**src/rtl/uart_pkg.sv**
```systemverilog
// Shared UART definitions: Gray-coded controller states, parity types and legal
// oversampling ratios, common to the RX and TX controllers.
package uart_pkg;

    typedef enum logic [2:0] {
        IDLE   = 3'b000,
        START  = 3'b001,
        DATA   = 3'b011,
        PARITY = 3'b010,
        STOP   = 3'b110
    } uart_state_t;

    localparam logic EVEN = 1'b0;
    localparam logic ODD  = 1'b1;

    localparam int unsigned PRESCALE_X8  = 8;
    localparam int unsigned PRESCALE_X16 = 16;
    localparam int unsigned PRESCALE_X32 = 32;

    function automatic logic prescale_legal(input int unsigned p);
        return (p == PRESCALE_X8) || (p == PRESCALE_X16) || (p == PRESCALE_X32);
    endfunction

endpackage

```
**src/rtl/uart_rx_sampler.sv**
```systemverilog
// Mid-bit 3-sample capture with 2-of-3 majority vote. The vote is registered two
// ticks after the centre sample and holds until the next bit's vote.
module uart_rx_sampler
    import uart_pkg::*;
#(
    parameter int unsigned PRESCALE = 8
) (
    input  logic                        FSM_CLK,
    input  logic                        FSM_RST_ASYN,
    input  logic [$clog2(PRESCALE)-1:0] edge_cnt,
    input  logic                        rx_in,
    output logic                        sampled_bit
);

    localparam int unsigned EW = $clog2(PRESCALE);
    localparam logic [EW-1:0] TICK_A    = EW'(PRESCALE / 2 - 1);
    localparam logic [EW-1:0] TICK_B    = EW'(PRESCALE / 2);
    localparam logic [EW-1:0] TICK_C    = EW'(PRESCALE / 2 + 1);
    localparam logic [EW-1:0] TICK_VOTE = EW'(PRESCALE / 2 + 2);

    logic [2:0] samples;

    always_ff @(posedge FSM_CLK or negedge FSM_RST_ASYN) begin
        if (!FSM_RST_ASYN) begin
            samples     <= '0;
            sampled_bit <= 1'b0;
        end else begin
            if (edge_cnt == TICK_A) samples[0] <= rx_in;
            if (edge_cnt == TICK_B) samples[1] <= rx_in;
            if (edge_cnt == TICK_C) samples[2] <= rx_in;
            if (edge_cnt == TICK_VOTE) begin
                sampled_bit <= (samples[0] & samples[1]) |
                               (samples[0] & samples[2]) |
                               (samples[1] & samples[2]);
            end
        end
    end

endmodule

```
**src/rtl/uart_rx_fsm.sv**
```systemverilog
// UART receive controller: start detection, LSB-first deserialisation, optional
// parity and stop checking, with one-cycle result pulses.
module uart_rx_fsm
    import uart_pkg::*;
#(
    parameter int unsigned PRESCALE   = 8,
    parameter int unsigned DATA_WIDTH = 8
) (
    input  logic                  FSM_CLK,
    input  logic                  FSM_RST_ASYN,
    input  logic                  RX_IN,
    input  logic                  PAR_EN,
    input  logic                  PAR_TYP,
    output logic [DATA_WIDTH-1:0] P_DATA,
    output logic                  Data_Valid,
    output logic                  Parity_Error,
    output logic                  Stop_Error,
    output logic                  RX_Busy
);

    localparam int unsigned EW = $clog2(PRESCALE);
    localparam int unsigned BW = $clog2(DATA_WIDTH + 1);
    localparam logic [EW-1:0] LAST_TICK = EW'(PRESCALE - 1);
    localparam logic [BW-1:0] LAST_BIT  = BW'(DATA_WIDTH - 1);

    uart_state_t           state,     state_nxt;
    logic [EW-1:0]         edge_cnt,  edge_nxt;
    logic [BW-1:0]         bit_cnt,   bit_nxt;
    logic [DATA_WIDTH-1:0] shift_reg, shift_nxt;
    logic [DATA_WIDTH-1:0] pdata_nxt;
    logic                  par_bad,   par_bad_nxt;
    logic                  par_en_l,  par_en_nxt;
    logic                  par_typ_l, par_typ_nxt;
    logic                  dv_nxt, pe_nxt, se_nxt;
    logic                  sampled_bit;
    logic                  bit_end;

    uart_rx_sampler #(
        .PRESCALE(PRESCALE)
    ) u_sampler (
        .FSM_CLK     (FSM_CLK),
        .FSM_RST_ASYN(FSM_RST_ASYN),
        .edge_cnt    (edge_cnt),
        .rx_in       (RX_IN),
        .sampled_bit (sampled_bit)
    );

    assign bit_end = (edge_cnt == LAST_TICK);
    assign RX_Busy = (state != IDLE);

    always_ff @(posedge FSM_CLK or negedge FSM_RST_ASYN) begin
        if (!FSM_RST_ASYN) begin
            state        <= IDLE;
            edge_cnt     <= '0;
            bit_cnt      <= '0;
            shift_reg    <= '0;
            par_bad      <= 1'b0;
            par_en_l     <= 1'b0;
            par_typ_l    <= 1'b0;
            P_DATA       <= '0;
            Data_Valid   <= 1'b0;
            Parity_Error <= 1'b0;
            Stop_Error   <= 1'b0;
        end else begin
            state        <= state_nxt;
            edge_cnt     <= edge_nxt;
            bit_cnt      <= bit_nxt;
            shift_reg    <= shift_nxt;
            par_bad      <= par_bad_nxt;
            par_en_l     <= par_en_nxt;
            par_typ_l    <= par_typ_nxt;
            P_DATA       <= pdata_nxt;
            Data_Valid   <= dv_nxt;
            Parity_Error <= pe_nxt;
            Stop_Error   <= se_nxt;
        end
    end

    always_comb begin
        state_nxt   = state;
        edge_nxt    = edge_cnt + 1'b1;
        bit_nxt     = bit_cnt;
        shift_nxt   = shift_reg;
        par_bad_nxt = par_bad;
        par_en_nxt  = par_en_l;
        par_typ_nxt = par_typ_l;
        pdata_nxt   = P_DATA;
        dv_nxt      = 1'b0;
        pe_nxt      = 1'b0;
        se_nxt      = 1'b0;

        case (state)
            IDLE: begin
                edge_nxt = '0;
                bit_nxt  = '0;
                // The detecting cycle counts as tick 0 of the start bit.
                if (!RX_IN) begin
                    state_nxt   = START;
                    edge_nxt    = EW'(1);
                    par_en_nxt  = PAR_EN;
                    par_typ_nxt = PAR_TYP;
                    par_bad_nxt = 1'b0;
                end
            end
            START: begin
                if (bit_end) state_nxt = sampled_bit ? IDLE : DATA;
            end
            DATA: begin
                if (bit_end) begin
                    shift_nxt = {sampled_bit, shift_reg[DATA_WIDTH-1:1]};
                    if (bit_cnt == LAST_BIT) begin
                        bit_nxt   = '0;
                        state_nxt = par_en_l ? PARITY : STOP;
                    end else begin
                        bit_nxt = bit_cnt + 1'b1;
                    end
                end
            end
            PARITY: begin
                if (bit_end) begin
                    par_bad_nxt = sampled_bit ^ (^shift_reg) ^ par_typ_l;
                    state_nxt   = STOP;
                end
            end
            STOP: begin
                if (bit_end) begin
                    state_nxt = IDLE;
                    if (!sampled_bit) begin
                        se_nxt = 1'b1;
                    end else if (par_bad) begin
                        pe_nxt = 1'b1;
                    end else begin
                        pdata_nxt = shift_reg;
                        dv_nxt    = 1'b1;
                    end
                end
            end
            default: begin
                state_nxt = IDLE;
                edge_nxt  = '0;
                bit_nxt   = '0;
            end
        endcase
    end

endmodule
```
**config.mk**
```make
export PLATFORM = sky130hd
export DESIGN_NAME = uart_rx_fsm
export DESIGN_NICKNAME = d
export VERILOG_FILES = /design/src/rtl/uart_pkg.sv /design/src/rtl/uart_rx_sampler.sv /design/src/rtl/uart_rx_fsm.sv
export SDC_FILE = /design/constraint.sdc
export NUM_CORES = 1
export LEC_CHECK = 0
export ABC_AREA = 1
export BUFFER_PORTS_ARGS = -buffer_cell sky130_fd_sc_hd__buf_2
export CORE_MARGIN = 1.5
export CORE_UTILIZATION = 60
export CTS_CLUSTER_DIAMETER = 50
export CTS_CLUSTER_SIZE = 10
export DETAILED_ROUTE_END_ITERATION = 12
export GPL_TIMING_DRIVEN = 1
export PLACE_DENSITY = 0.77
export SKIP_LAST_GASP = 1
export SYNTH_ARGS = -nofsm -noshare
export SYNTH_HDL_FRONTEND = slang
export SYNTH_SLANG_ARGS = --single-unit
```
**constraint.sdc**
```tcl
create_clock -name FSM_CLK -period 2.3 [get_ports FSM_CLK]
set_input_delay 0 -clock FSM_CLK [delete_from_list [all_inputs] [get_ports FSM_CLK]]
set_output_delay 0 -clock FSM_CLK [all_outputs]
set_load 0.02 [all_outputs]
```
==> reports/metrics.csv <==
metric,value,unit
status,"finished, violations left",
failing checks,design-rule violations,
critical path's slowest cell,dfrtp_1,
"Seq/Total Area, Yosys",50.2,%
PwrDens,1040,nW/um2
minimum clock period,1.71,ns
Slew headroom,48.4,%
RR Endpoint,state[0],
synthesized area,1790,um2
FP Rows,19,
area of the multi-input gates,767,um2
CORE AREA,2810,um2
total grt overflow,0,
syn_area_per_cell,8.88,um2
post-DP HPWL,2400,um
cells along the critical path,"ha_1, ha_1, inv_1, nand3_1, o21ai_0, nor3_2, nand2_1, nand2_1, nand2_1",
drt first pass iters,8,
# fillers,222,
R2R cell count,9,
critical path data required time,2.54,ns
r2r setup slk,0.59,ns
Placed Area,1900,um2
top-level port count,17,
Setup-failing EPs final,0,
cell family with most CP delay,simple AND/OR/NAND/NOR gates,
RSZ-0062 raised after global routing,no,
pin count of the biggest net entering global routing,37,
largest area contributor in the netlist,dfrtp_1,
TritonCTS clock tree,built,
die area,3330,um2
dominant cells by area after synthesis,"dfrtp_1 (50%), nand2_1 (8.6%), inv_1 (5.7%)",
crit-path most repeated cell,nand2_1,
maximum clock rate,584,MHz
wire length per cell,12.7,um
Hold WC Path Type,in -> async,
"Clk pin slew, worst setup/hold paths",0.11,ns
CP arrival,1.95,ns
CP bufs+invs,1,
fraction of layout cells with a size suffix above 1,17.0,%
Pint,1320,uW
via count,1363,
Clk pwr share,23.5,%
P_sw,800,uW
fraction of power consumed by sequential logic,42.0,%
Synth Warn #,0,
Initial Util,63.9,%
post-route cell area,2040,um2
Slew @ Worst Pin,0.774,ns
"Max FO, Critical Path",4,
Post-Route WL,3300,um
final hold violation count,0,
WP depth,9,
FF+latch area,901,um2
Slowest Stage Delay on Critical Path,0.40,ns
Worst IR Drop VDD,671,uV
final worst-path cycle share,74.5,%
vias per cell,5.24,
antenna cells,0,
Clock H-tree levels,2,
cts bufs inserted,5,
area share of the largest cell type after synthesis,50.2,%
Critical R2R Launch,edge_cnt[0],
CTS Sinks,36,
"Distinct cells, synth",26,
I/O Buffers,16,
Mapped Cells,202,
postcts setup bufs,0,
Die Wd,57.7,um
worst setup path endpoint,state[0],
CTS max path bufs,2,
Static Leak,0.00107,uW
nets@finish,241,
Setup crit start,edge_cnt[0],
GRT Overall Usage,23.9,%
Sw Share,37.7,%
setup TNS,0,ns
Fin Clk Skew,0.0136,ns
Slew Limit Fails,0,
DRC viols,6,
gpl congestion,0.951,
DRT iter0 DRCs,66,
vias in the first global route,1420,
Synth Register Bits,36,
clk root buf,clkbuf_4,
CP Launch Type,flip-flop,
clk_lat worst skew,0.35,ns
Post-DRT Antenna Nets,0,
Area Growth Syn to Fin,13.7,%
MaxCap Viol Count,0,
global-route wire length before repair,5990,um
CP Class,reg -> reg,
endpoint type of the worst setup path,flip-flop,
initial antenna violation count,0,
Die Span Y,57.7,um
combinational power share,34.5,%
syn_nets,215,
[cells by family (layout without fill, tap and decap cells)]
logic type               count (synthesis)  after routing  synth area share (%)
AO/OA/AOI/OAI                           34             34                  10.2
XOR/XNOR                                 7              7                  3.42
adder cells (fa/ha/maj)                  8              8                  5.58
buffers and inverters                   31             58                  6.98
flip-flops                              36             36                  50.2
multiplexers                             2              2                  1.26
AND/OR/NAND/NOR                         84             84                  22.3
[power by group through the flow]
stage | registers, uW | clock network (uW) | logic, uW
after global routing | 910 | 531 | 850
after floorplan | 873 | 0 | 583
after CTS | 888 | 506 | 735
after global placement | 892 | 0 | 693
final | 891 | 498 | 731
after detailed placement | 901 | 0 | 723
[placed cells by master (no fill, tap or decap)]
master and instances:
nor4_1 1, o22ai_1 2, nor2_1 18, o21ai_2 2
nor3_4 1, nor2_4 1, o21ai_0 13, nand2_4 1
mux2_2 2, nand2_2 2, inv_1 27, nor3_2 1
clkbuf_8 2, xor2_1 4, bufinv_16 1, nand3_1 15
inv_2 2, nand3_2 1, xnor2_1 3, dlygate4sd3_1 4
nor4_4 1, a21oi_1 15, clkbuf_4 5, buf_4 1
nor3_1 1, buf_2 16, nand2_1 41, a31oi_1 2
ha_1 8, dfrtp_1 36
[routing by layer]
| layer | part of all wire, % | global-route usage (%) |
|---|---|---|
| met1 | 42 | 27.8 |
| met2 | 52 | 42.0 |
| met3 | 3.6 | 4.46 |
| met4 | 2.4 | 12.3 |
| met5 | 0 | 0 |
[synthesized netlist by cell type, drive strengths merged]
library cell and number:
inv 29, nor3 3, xor2 4, nor4 2, nand2 44, a21oi 15, xnor2 3, o21ai 15
nand3 16, o22ai 2, buf 2, ha 8, a31oi 2, nor2 19, mux2 2, dfrtp 36
[worst register-to-register path: stages (launching register included)]
cell     delay, ns
dfrtp_1       0.40
ha_1          0.21
ha_1          0.22
inv_1         0.11
nand3_1       0.11
o21ai_0       0.10
nor3_2        0.22
nand2_1       0.11
nand2_1       0.08
nand2_1       0.05
[cell type report]
cell class                      instances  share of cell area, %
Inverter                               29                   5.34
Multi-Input combinational cell        135                   37.6
Timing Repair Buffer                   21                   6.26
Clock inverter                          1                   1.47
Tap cell                               31                   1.90
Sequential cell                        36                   44.2
Clock buffer                            7                   3.19
[timing repair]
item | 4_1_cts | 5_1_grt
hold endpoints to repair | 39 | 0
setup endpoints to repair | 0 | 0
gates resized for setup | 0 | 0
hold buffers | 4 | 0
[worst min path at each step]
stage	cells past startpoint	end	from	slack, ns
after floorplan	0	Data_Valid	FSM_RST_ASYN	-0.30
after global placement	1	P_DATA[1]	FSM_RST_ASYN	0.11
after detailed placement	1	P_DATA[3]	FSM_RST_ASYN	0.12
after CTS	2	P_DATA[0]	FSM_RST_ASYN	0.28
after global routing	2	P_DATA[3]	FSM_RST_ASYN	0.35
final	2	P_DATA[3]	FSM_RST_ASYN	0.24
[metrics by stage]
step / hold slack (ns) / instances / setup slack [ns] / utilization (%) / total power (uW)
floorplan: -0.296 / 202 / 0.746 / - / 1460
global placement: 0.109 / 248 / 0.717 / 67.8 / 1590
detailed placement: 0.123 / 248 / 0.624 / 67.8 / 1620
CTS: 0.277 / 260 / 0.597 / 72.7 / 2130
global route: 0.351 / 260 / 0.380 / 72.7 / 2290
finish: 0.244 / 260 / 0.587 / 72.7 / 2120
Note: power is estimated with default switching activity, not from simulation.
